==> src/rtl/cpu_pkg.sv <==
// Shared CPU definitions: requester identities, architectural register count
// and the one-hot register decode used for pending-register tracking.
package cpu_pkg;

  localparam int unsigned NUM_REGS = 32;

  typedef enum logic {
    REQ_EX = 1'b0,
    REQ_LD = 1'b1
  } req_id_e;

  function automatic logic [NUM_REGS-1:0] regno_onehot(input logic [4:0] regno);
    logic [NUM_REGS-1:0] one;
    one = {{(NUM_REGS-1){1'b0}}, 1'b1};
    return one << regno;
  endfunction

endpackage

==> src/rtl/wb_slot.sv <==
// Single-entry writeback holding register; a fill in the same cycle as a
// drain wins, so a granted slot can be refilled back-to-back.
module wb_slot #(
  parameter int unsigned XLEN = 32
) (
  input  logic            clk,
  input  logic            rst_n,
  input  logic            i_fill,
  input  logic            i_drain,
  input  logic [4:0]      i_regno,
  input  logic [XLEN-1:0] i_data,
  output logic            o_valid,
  output logic [4:0]      o_regno,
  output logic [XLEN-1:0] o_data
);

  logic            r_valid;
  logic [4:0]      r_regno;
  logic [XLEN-1:0] r_data;

  always_ff @(posedge clk or negedge rst_n) begin
    if (!rst_n) begin
      r_valid <= 1'b0;
      r_regno <= '0;
      r_data  <= '0;
    end else if (i_fill) begin
      r_valid <= 1'b1;
      r_regno <= i_regno;
      r_data  <= i_data;
    end else if (i_drain) begin
      r_valid <= 1'b0;
    end
  end

  assign o_valid = r_valid;
  assign o_regno = r_regno;
  assign o_data  = r_data;

endmodule

==> src/rtl/wb_arbiter.sv <==
// Two-requester register-file writeback arbiter: one buffer per requester,
// round-robin between distinct registers, oldest-first on the same register.
module wb_arbiter
  import cpu_pkg::*;
#(
  parameter int unsigned XLEN = 32
) (
  input  logic                clk,
  input  logic                rst_n,
  input  logic                ex_valid,
  output logic                ex_ready,
  input  logic [4:0]          ex_regno,
  input  logic [XLEN-1:0]     ex_data,
  input  logic                ld_valid,
  output logic                ld_ready,
  input  logic [4:0]          ld_regno,
  input  logic [XLEN-1:0]     ld_data,
  output logic                rf_write,
  output logic [5:0]          rf_regno_w,
  output logic [XLEN-1:0]     rf_data_w,
  output logic [NUM_REGS-1:0] pend_mask
);

  logic            w_ex_fill, w_ld_fill;
  logic            w_ex_valid, w_ld_valid;
  logic [4:0]      w_ex_regno, w_ld_regno;
  logic [XLEN-1:0] w_ex_data, w_ld_data;
  logic            w_gnt_ex, w_gnt_ld, w_age_grant;

  req_id_e r_last_grant;
  logic    r_ld_older;

  wb_slot #(.XLEN(XLEN)) u_ex_slot (
    .clk     (clk),
    .rst_n   (rst_n),
    .i_fill  (w_ex_fill),
    .i_drain (w_gnt_ex),
    .i_regno (ex_regno),
    .i_data  (ex_data),
    .o_valid (w_ex_valid),
    .o_regno (w_ex_regno),
    .o_data  (w_ex_data)
  );

  wb_slot #(.XLEN(XLEN)) u_ld_slot (
    .clk     (clk),
    .rst_n   (rst_n),
    .i_fill  (w_ld_fill),
    .i_drain (w_gnt_ld),
    .i_regno (ld_regno),
    .i_data  (ld_data),
    .o_valid (w_ld_valid),
    .o_regno (w_ld_regno),
    .o_data  (w_ld_data)
  );

  always_comb begin
    w_gnt_ex    = 1'b0;
    w_gnt_ld    = 1'b0;
    w_age_grant = 1'b0;
    if (w_ex_valid && w_ld_valid) begin
      if (w_ex_regno == w_ld_regno) begin
        w_age_grant = 1'b1;
        w_gnt_ld    = r_ld_older;
        w_gnt_ex    = !r_ld_older;
      end else begin
        w_gnt_ex = (r_last_grant == REQ_LD);
        w_gnt_ld = (r_last_grant == REQ_EX);
      end
    end else begin
      w_gnt_ex = w_ex_valid;
      w_gnt_ld = w_ld_valid;
    end
  end

  assign ex_ready  = !w_ex_valid || w_gnt_ex;
  assign ld_ready  = !w_ld_valid || w_gnt_ld;
  // Writes to r0 complete the handshake but never occupy a buffer.
  assign w_ex_fill = ex_valid && ex_ready && (ex_regno != '0);
  assign w_ld_fill = ld_valid && ld_ready && (ld_regno != '0);

  assign pend_mask = ({NUM_REGS{w_ex_valid}} & regno_onehot(w_ex_regno)) |
                     ({NUM_REGS{w_ld_valid}} & regno_onehot(w_ld_regno));

  always_ff @(posedge clk or negedge rst_n) begin
    if (!rst_n) begin
      r_last_grant <= REQ_LD;
      r_ld_older   <= 1'b0;
    end else begin
      if ((w_gnt_ex || w_gnt_ld) && !w_age_grant)
        r_last_grant <= w_gnt_ld ? REQ_LD : REQ_EX;
      // Age only matters while both slots hold entries; simultaneous fills make ld older.
      if (w_ex_fill && w_ld_fill)
        r_ld_older <= 1'b1;
      else if (w_ex_fill && w_ld_valid && !w_gnt_ld)
        r_ld_older <= 1'b1;
      else if (w_ld_fill && w_ex_valid && !w_gnt_ex)
        r_ld_older <= 1'b0;
    end
  end

  always_ff @(posedge clk or negedge rst_n) begin
    if (!rst_n) begin
      rf_write   <= 1'b0;
      rf_regno_w <= '0;
      rf_data_w  <= '0;
    end else begin
      rf_write <= w_gnt_ex || w_gnt_ld;
      if (w_gnt_ex) begin
        rf_regno_w <= {1'b0, w_ex_regno};
        rf_data_w  <= w_ex_data;
      end else if (w_gnt_ld) begin
        rf_regno_w <= {1'b0, w_ld_regno};
        rf_data_w  <= w_ld_data;
      end
    end
  end

endmodule

==> config.mk <==
export PLATFORM = sky130hd
export DESIGN_NAME = wb_arbiter
export DESIGN_NICKNAME = d
export VERILOG_FILES = /design/src/rtl/cpu_pkg.sv /design/src/rtl/wb_slot.sv /design/src/rtl/wb_arbiter.sv
export SDC_FILE = /design/constraint.sdc
export NUM_CORES = 1
export LEC_CHECK = 0
export CAP_MARGIN = 20
export CELL_PAD_IN_SITES_DETAIL_PLACEMENT = 0
export CELL_PAD_IN_SITES_GLOBAL_PLACEMENT = 1
export CORE_ASPECT_RATIO = 0.9
export CORE_UTILIZATION = 42
export CTS_BUF_LIST = sky130_fd_sc_hd__clkbuf_4
export DETAILED_ROUTE_END_ITERATION = 7
export GPL_ROUTABILITY_DRIVEN = 1
export PLACE_DENSITY = 0.9
export SLEW_MARGIN = 5
export SYNTH_ARGS = -nofsm -noshare
export SYNTH_HDL_FRONTEND = slang
export SYNTH_SLANG_ARGS = --single-unit
==> constraint.sdc <==
create_clock -name clk -period 2.9 [get_ports clk]
set_input_delay 0.435 -clock clk [delete_from_list [all_inputs] [get_ports clk]]
set_output_delay 0.435 -clock clk [all_outputs]
set_load 0.02 [all_outputs]
==> results_dict.tcl <==
set metrics [dict create \
    ctsHtreeMaxLevel 4 \
    drt_wl_total_um 14200 \
    min_path_type "in -> async" \
    dp_worst_setup_slack_ns 0.234 \
    grt_overflow 0 \
    synth_top_area_share_pct 53.9 \
    nNetsFinal 641 \
    slowest_delay_ns 0.63 \
    drive_gt1_share_pct 19.6 \
    synth_area_leaders "dfrtp_1, a221o_1, mux2_1" \
    period_share_pct 95.5 \
    ioPinCount 151 \
    grt_pass1_vias 4301 \
    synth-edff-count 0 \
    routabilityCongestion 0.890 \
    crit_buf_inv 2 \
    cp_top_family "buffers and inverters" \
    synth-seq-area-share_pct 54.4 \
    p_per_area_nw_per_um2 932 \
    cts_tree "done" \
    status "completed" \
    setup_slack_ns 0.131 \
    synth-seq-cells 116 \
    nFillCells 978 \
    crit_path_start_kind "flip-flop" \
    peakVddDrop_uv 466 \
    cp-startpoint "u_ex_slot.o_valid" \
    antenna_found_initial 0 \
    relSlewSlack_pct 48.3 \
    fp.dieW_um 121 \
    dieArea_um2 13200 \
    synthesis.area_um2 5340 \
    synth_cells 411 \
    yosysWarnings 0 \
    cts.sinks 116 \
    drc 0 \
    port_buffers 149 \
    grt_util_all_layers_pct 22.9 \
    rows 38 \
    postRouteAntennaNets 0 \
    vias 4075 \
    initial_core_util_pct 43.7 \
    core_area_um2 12200 \
    cts.path.max_buffers 2 \
    post_drt_wl_per_cell_um 19.3 \
    crit_required_ns 2.47 \
    yosys.area.top_type "dfrtp_1" \
    grt_max_degree 71 \
    grt_setup_unrepaired "no" \
    critPathArrivalTime_ns 2.33 \
    syn2layout_area_growth_pct 37.0 \
    worstSkewPairLatency_ns 0.51 \
    clkTransAtPathRegs_ns 0.10 \
    multi_input_area_um2 2240 \
    fin_setup_tns_ns 0 \
    rr_startpoint "u_ex_slot.o_regno[1]" \
    synth.net_count 489 \
    fmax_mhz 361 \
    finalSetupViolCount 0 \
    synth_cell_types 44 \
    cp_cell_sequence "inv_1 > or3_4 > o22ai_1 > clkdlybuf4s50_1" \
    synthFlopType "dfrtp_1" \
    fin_worst_skew_ns 0.0161 \
    path_max_fanout 8 \
    ff_latch_area_um2 2910 \
    final_max_slew_viol_count 0 \
    postSynthAreaPerCell_um2 13.0 \
    num_antenna_cells 0 \
    dp_hpwl_um 9660 \
    p_leak_nw 3.13 \
    cts-root-buf "clkbuf_4" \
    drt-pass1-iter-count 4 \
    first_iter_violations 294 \
    path_class "reg -> out" \
    worst_path_max_delay_cell "clkdlybuf4s50_1" \
    hold_viol 0 \
    worst_pin_slew_ns 0.776 \
    max-cap-violations 0 \
    synthArstFlopShare_pct 100 \
    die_h_um 109 \
    cts-buffers-inserted 17 \
    fin_crit_ns 2.77 \
    end_kind "output port" \
    vias_per_cell 5.54 \
    grt_pass1_wl_um 22600 \
]
-- layout make-up --
class | instances | area share, %
Inverter | 12 | 0.616
Tap cell | 160 | 2.74
Sequential cell | 116 | 39.8
Timing Repair Buffer | 162 | 22.1
Clock buffer | 22 | 2.26
Clock inverter | 10 | 1.80
Multi-Input combinational cell | 254 | 30.7
-- worst register-to-register path, delay by kind of cell (launching register included) --
| family | cells | cell delay (ns) |
|---|---|---|
| AND/OR/NAND/NOR | 2 | 0.38 |
| AO/OA/AOI/OAI | 1 | 0.65 |
| buffers and inverters | 1 | 0.30 |
| flip-flops | 1 | 0.50 |
| multiplexers | 1 | 0.37 |
| XOR/XNOR | 1 | 0.23 |
-- registers in the layout, summed over array words and instances, names as in the netlist --
| register | flops |
|---|---|
| rf_data_w | 32 |
| u_ex_slot.o_data | 32 |
| u_ld_slot.o_data | 32 |
| rf_regno_w | 5 |
| u_ex_slot.o_regno | 5 |
| u_ld_slot.o_regno | 5 |
| r_last_grant | 1 |
| r_ld_older | 1 |
| rf_write | 1 |
| u_ex_slot.o_valid | 1 |
| u_ld_slot.o_valid | 1 |
-- placed cells by master, fill, tap and decap left out, types with 3 or more instances in the layout --
cell type,instances
dlymetal6s2s_1,4
a31oi_4,3
o21ai_2,3
dfrtp_2,4
nand3_1,9
clkdlybuf4s50_1,130
mux2_1,29
buf_4,10
nor2_1,4
clkbuf_4,22
a221o_1,35
buf_12,3
dfrtp_1,111
xnor2_2,4
and2_1,35
mux2_2,25
o21ai_0,3
bufinv_16,3
mux2_4,18
nand2b_1,5
o22ai_1,33
clkinv_2,4
inv_1,12
nand2_1,11
a221oi_1,3
dlygate4sd2_1,14
-- final timing paths --
check	to	slack (ns)	cells past startpoint
worst min register to register	u_ld_slot.o_data[12]	0.50	1
worst max register to register	u_ex_slot.o_data[4]	0.38	6
min in group clk	u_ld_slot.o_data[12]	0.50	1
worst max-delay path	pend_mask[16]	0.13	4
max in group asynchronous	u_ld_slot.o_data[12]	1.61	3
worst min-delay path	rf_data_w[15]	0.48	2
-- cells by family after synthesis --
logic type                count (synthesis)  share of synthesized area (%)
AOI/OAI and AO/OA                        89                           13.8
xor gates and xnor gates                  5                          0.961
buffers and inverters                    41                           4.62
DFF                                     116                           54.4
muxes                                    72                           16.5
other                                     1                         0.0703
and+or+nand+nor                          87                           9.66
-- timing repair --
item,CTS,global route
hold buffers,1,0
resized for setup,21,9
pin swaps,1,0
endpoints found under the setup margin,22,14
setup buffers,2,0
hold endpoints to repair,45,0
-- stage by stage --
step | area [µm²] | util [%] | instances | hold slack (ns) | power (W)
4_1_cts | 7270 | 59.5 | 736 | 0.447 | 0.00683
3_3_place_gp | 6950 | 56.9 | 701 | 0.469 | 0.00545
3_5_place_dp | 6950 | 56.9 | 701 | 0.476 | 0.00553
2_1_floorplan | 5340 | - | 411 | 0.139 | 0.00435
6_report | 7310 | 59.8 | 736 | 0.477 | 0.00681
5_1_grt | 7310 | 59.8 | 736 | 0.466 | 0.00720
-- power breakdown --
part	leakage, nW	switching [W]	internal (W)
Sequential	1.36	0.000429	0.00221
Clock	0.169	0.000608	0.000642
Combinational	1.60	0.00145	0.00147
-- Yosys cell counts (4+ instances only) --
| library cell | n |
|---|---|
| xnor2_1 | 4 |
| a221o_1 | 35 |
| clkbuf_1 | 11 |
| dfrtp_1 | 115 |
| o22ai_1 | 33 |
| buf_6 | 11 |
| mux2_1 | 29 |
| buf_2 | 5 |
| nor2_1 | 5 |
| inv_1 | 12 |
| nand2_1 | 11 |
| nand3_1 | 9 |
| or3_1 | 4 |
| nand2b_1 | 5 |
| mux2_2 | 25 |
| and2_1 | 35 |
| mux2_4 | 18 |
-- routing by layer --
metal	up-vias	routed length, µm	global-route usage, %
met1	2038	6110	28.3
li1	1834	-	-
met5	-	0	0
met2	185	6550	35.8
met4	0	233	10.2
met3	18	1300	8.63
Power figures use the tool's default switching activity.
==> edit 1: new RTL, config.mk and constraints unchanged <==
`XLEN` is set to 32 in 2 places; all go to 24.
--- a/src/rtl/wb_slot.sv
+++ b/src/rtl/wb_slot.sv
@@ -2,5 +2,5 @@
 // drain wins, so a granted slot can be refilled back-to-back.
 module wb_slot #(
-  parameter int unsigned XLEN = 32
+  parameter int unsigned XLEN = 24
 ) (
   input  logic            clk,
--- a/src/rtl/wb_arbiter.sv
+++ b/src/rtl/wb_arbiter.sv
@@ -4,5 +4,5 @@
   import cpu_pkg::*;
 #(
-  parameter int unsigned XLEN = 32
+  parameter int unsigned XLEN = 24
 ) (
   input  logic                clk,
Interface: changed (resized ex_data, ld_data and rf_data_w); port bits go from 151 to 127. No check against the original RTL was run, so the function may have changed too.
==> edit 1 against the unedited design <==
Via count is 16% lower. Cell area is 19% lower. Critical path depth stayed put. Setup slack worse by 22 ps. Area after synthesis is 19% lower. Die area is 19% lower. Total power is 23% lower. Combinational power is 13% lower. Clock power is 51% lower. Routed wire length is 25% lower. Clock skew hardly changed. Synthesized cell count is 10% lower. Sequential cell count is 24 lower. Critical path type unchanged. Largest power group unchanged. Highest routed layer unchanged.
==> edit 1: results <==
set metrics [dict create \
    min_path_type "in2async" \
    synth_compound_area_share_pct 11.7 \
    place_hpwl_mm 7.74 \
    h-tree-depth 3 \
    syn_nets 431 \
    clk_pin_slew_ps 140 \
    status "finished, final reports clean" \
    grtUsageTotal_pct 20.4 \
    cts_buffers 9 \
    antenna_found_initial 0 \
    synth_common_cells "dfrtp_1, mux2_2, nand2_1, o22ai_1, o21ai_0" \
    synth_cells 369 \
    synth_xor_area_share_pct 1.19 \
    wl_per_cell_um 17.0 \
    first_pass_iters 5 \
    fin_skew_ps 15.8 \
    clkLatencyLatePin_ps 420 \
    layout-drive-gt1-share_pct 21.0 \
    layout.nets 559 \
    vdd_drop_max_uv 424 \
    synthDistinctLibCells 44 \
    dp_cells 610 \
    diodes 0 \
    slew_headroom_pct 54.1 \
    io_buffers 125 \
    gp_congestion 0.936 \
    p_leak_nw 2.48 \
    muxShareOfSynthArea_pct 20.5 \
    max_stage_delay_ps 630 \
    critPathMaxFanout 10 \
    vias_per_cell 5.45 \
    cp_slowest_cell "clkdlybuf4s50_1" \
    ys_seq_area_share_pct 53.5 \
    yosysWarnings 0 \
    critPathTopFamily "buffers and inverters" \
    clockBufferDepth 2 \
    synth.area.top_cells "dfrtp_1, mux2_2, mux2i_1, o22ai_1, o21ai_0" \
    cts_root_buffer "clkbuf_4" \
    grt_max_degree 55 \
    grt_pass1_wl_mm 16.8 \
    n_fill_cell 830 \
    synth-adder-area-share_pct 0 \
    synthArstFlopShare_pct 100 \
    vias 3417 \
    drt_iter0_drc 153 \
]
==> edit 1: cell count changes after synthesis, sizes merged, moves of 6 or more <==
cell   delta
o21ai    +26
inv       -8
nand2    +25
dfrtp    -24
a221o    -35
mux2     -20
and2     -35
nand3     -6
a32o      +6
mux2i    +28
==> edit 1: per-layer routing <==
| layer | share of wire, % | vias up | GRT usage, % |
|---|---|---|---|
| met1 | 44 | 1658 | 26.6 |
| met3 | 6.8 | 12 | 5.27 |
| met2 | 47 | 151 | 33.5 |
| li1 | - | 1596 | - |
| met5 | 0 | - | 0 |
| met4 | 1.5 | 0 | 5.61 |
==> edit 1: repair_timing <==
action / in CTS / in global routing
gates cloned: 0 / 0
setup buffers: 0 / 2
resized for setup: 4 / 7
pin swaps: 0 / 0
endpoints found under the setup margin: 3 / 6
==> edit 1: worst register-to-register path, delay by kind of cell (launching register included) <==
kind | cells | cell delay, ps
buf+inv | 1 | 260
mux | 1 | 360
flops | 1 | 540
xor+xnor | 1 | 240
simple gates | 2 | 330
compound gates | 1 | 520
==> edit 1: area by class of cell <==
| cell class | instances | share of cell area, % |
|---|---|---|
| Sequential cell | 92 | 39.0 |
| Clock inverter | 5 | 0.634 |
| Clock buffer | 10 | 1.27 |
| Inverter | 4 | 0.253 |
| Tap cell | 126 | 2.66 |
| Multi-Input combinational cell | 246 | 31.7 |
| Timing Repair Buffer | 144 | 24.5 |
==> edit 1: path summary, 6_finish.rpt <==
| check | slack, ps | cells past startpoint | from | end |
|---|---|---|---|---|
| worst max register to register | 570 | 6 | u_ld_slot.o_regno[4] | u_ld_slot.o_data[22] |
| worst min-delay path | 30 | 1 | rst_n | u_ex_slot.o_data[0] |
| worst min register to register | 500 | 2 | u_ex_slot.o_data[11] | rf_data_w[11] |
| worst max-delay path | 110 | 4 | u_ex_slot.o_regno[2] | pend_mask[17] |
| min in group clk | 500 | 2 | u_ex_slot.o_data[11] | rf_data_w[11] |
| max in group asynchronous | 2200 | 2 | rst_n | u_ld_slot.o_data[8] |
==> edit 1: logic make-up (layout without fill, tap and decap cells) <==
logic type,after synthesis,count (layout)
other cells,1,1
buf+inv,31,163
simple gates,79,79
flops,92,92
mux,80,80
compound gates,81,81
xor+xnor,5,5
==> edit 1: metrics by stage <==
stage,setup slack (ps),cell area (um2),utilization [%]
3_5_place_dp,227,5770,58.7
3_3_place_gp,239,5770,58.7
5_1_grt,8.17,5920,60.3
6_report,109,5920,60.3
2_1_floorplan,808,4310,-
4_1_cts,10.2,5890,59.9
==> edit 1: power by group <==
part / leakage (nW) / internal, mW / switching (mW)
registers: 1.08 / 1.77 / 0.322
logic: 1.34 / 1.24 / 1.31
clock network: 0.0589 / 0.185 / 0.429
==> edit 2: new RTL, config.mk and constraints unchanged <==
Made on the original files. Reset style: synchronous (`rst_n`), changed in 3 clocked blocks.
--- a/src/rtl/wb_slot.sv
+++ b/src/rtl/wb_slot.sv
@@ -19,5 +19,5 @@
   logic [XLEN-1:0] r_data;
 
-  always_ff @(posedge clk or negedge rst_n) begin
+  always_ff @(posedge clk) begin
     if (!rst_n) begin
       r_valid <= 1'b0;
--- a/src/rtl/wb_arbiter.sv
+++ b/src/rtl/wb_arbiter.sv
@@ -83,5 +83,5 @@
                      ({NUM_REGS{w_ld_valid}} & regno_onehot(w_ld_regno));
 
-  always_ff @(posedge clk or negedge rst_n) begin
+  always_ff @(posedge clk) begin
     if (!rst_n) begin
       r_last_grant <= REQ_LD;
@@ -100,5 +100,5 @@
   end
 
-  always_ff @(posedge clk or negedge rst_n) begin
+  always_ff @(posedge clk) begin
     if (!rst_n) begin
       rf_write   <= 1'b0;
Check against the original RTL: differs if rst_n is asserted again (counterexample within 4 cycles, from zero or initial values and one cycle with rst_n low); with rst_n held inactive, the same outputs for 4 cycles.
==> edit 2 against the unedited design <==
Non-clock buffer count rose by 5. Die area is 0.92% lower. Routed wire length grew 11%. Worst hold slack lost 240 ps. Synthesized cell count rose by 51%. Setup slack worse by 32 ps. Sequential cell count unchanged. Area after synthesis decreased by 0.94%. Critical path depth unchanged. Count of clock-buffer cells in the layout decreased by 2. Cell area decreased by 2.2%.
Power is not compared: it rests on default switching activity, and its combinational part moved more than twofold at a synthesized area within 25%.
==> edit 2: results <==
set metrics [dict create \
    status "finished, final reports clean" \
    start_kind "flip-flop" \
    synthArstFlopShare_pct 0 \
    clk_pin_slew_ps 110 \
    first_global_vias 4933 \
    synth.area.top_cells "dfxtp_1, o21ai_0, mux2i_1, nand3_1, a21boi_0" \
    synth_ff_type "dfxtp_1" \
    syn_nets 698 \
    cts_root_buffer "clkbuf_4" \
    fin_skew_ps 26.5 \
    ys_seq_area_share_pct 43.9 \
    r2r_slack_ps 350 \
    grtUsageTotal_pct 24.4 \
    vias 5140 \
    min_path_type "in2reg" \
    cp.arrival_ps 2370 \
    vdd_drop_max_uv 309 \
    drt_iter0_drc 343 \
    place_hpwl_mm 10.7 \
    r2r_start "u_ld_slot.o_regno[4]" \
    startpoint "u_ld_slot.o_valid" \
    yosysWarnings 0 \
    crit_path_end "pend_mask[5]" \
    slew_headroom_pct 48.8 \
    finalHoldViolCount 0 \
    drv_cap 0 \
    diodes 0 \
    synthDistinctLibCells 43 \
    layout-drive-gt1-share_pct 10.0 \
    first_pass_iters 6 \
    gp_congestion 0.891 \
    layout.nets 824 \
    p_leak_nw 2.84 \
    critPathMaxFanout 9 \
    grt_pass1_wl_mm 24.6 \
    synth_common_cells "dfxtp_1, o21ai_0, nand3_1, nand2_1" \
    post_cts_buffers 0 \
    grt_max_degree 76 \
    drt-total-wl_mm 15.7 \
    worstReg2RegEnd "u_ld_slot.o_data[21]" \
]
[edit 2: cell count changes in the layout (fill, tap and decap cells not counted), sizes merged, moves of 6 or more]
| cell | delta |
|---|---|
| o21ai | +106 |
| dfrtp | -115 |
| mux2i | +36 |
| buf | +6 |
| and2 | -33 |
| a221o | -35 |
| inv | -11 |
| a21boi | +77 |
| nand3 | +59 |
| mux2 | -72 |
| dlygate4sd2 | -6 |
| dfxtp | +116 |
| nand2 | +47 |
[edit 2: area by class of cell]
cell class	instances	area [um2]
fillers	1151	5020
multi-input cells	442	2710
flip-flops and latches	116	2340
repair buffers	167	1630
well taps	160	200
clock buffers	20	150
clock inverters	11	113
inverters	2	7.51
[edit 2: metrics by stage]
stage | setup WS [ps] | hold WS, ps | instance area [um2] | cells
after floorplan | 841 | 452 | 5290 | 620
after global placement | 346 | 434 | 6850 | 887
after detailed placement | 279 | 443 | 6850 | 887
after CTS | 17.6 | 198 | 7120 | 918
after global routing | 7.51 | 184 | 7150 | 918
final | 98.6 | 240 | 7150 | 918
[edit 2: layer usage]
metal | GRT usage [%] | part of all wire, %
met5 | 0 | 0
met4 | 8.64 | 1.7
met3 | 6.86 | 7.6
met2 | 39.7 | 46
met1 | 30.9 | 44
[edit 2: power groups by stage]
| stage | combinational (mW) | sequential [mW] | clock, mW |
|---|---|---|---|
| floorplan | 0.324 | 1.79 | 0 |
| global placement | 0.580 | 1.78 | 0 |
| detailed placement | 0.590 | 1.79 | 0 |
| CTS | 0.592 | 1.75 | 1.15 |
| global route | 0.638 | 1.77 | 1.25 |
| finish | 0.592 | 1.75 | 1.13 |
[edit 2: worst min path at each step]
stage                          from                   end  cells after the start
2_1_floorplan  u_ex_slot.o_data[15]  u_ex_slot.o_data[15]                      2
3_3_place_gp          rf_data_w[25]         rf_data_w[25]                      2
3_5_place_dp          rf_data_w[16]         rf_data_w[16]                      2
4_1_cts                       rst_n         rf_regno_w[4]                      2
5_1_grt                       rst_n         rf_regno_w[4]                      2
6_report                      rst_n         rf_regno_w[4]                      2
[edit 2: what timing repair did]
item	4_1_cts	5_1_grt
gates resized for setup	16	15
hold buffers	0	0
setup endpoints to repair	18	17
[edit 2: worst max-delay path, cell delays in order (launching register included)]
cell and delay [ps]:
dfxtp_2 420, inv_1 150, or3_1 490, o22ai_1 170
clkdlybuf4s50_1 630
[edit 2: kinds of logic after synthesis]
kind of cell	share of synthesized area [%]
AOI/OAI and AO/OA	27.0
xor gates and xnor gates	0.828
buffers and inverters	5.56
DFF	43.9
muxes	6.82
other	0.0709
and+or+nand+nor	15.9
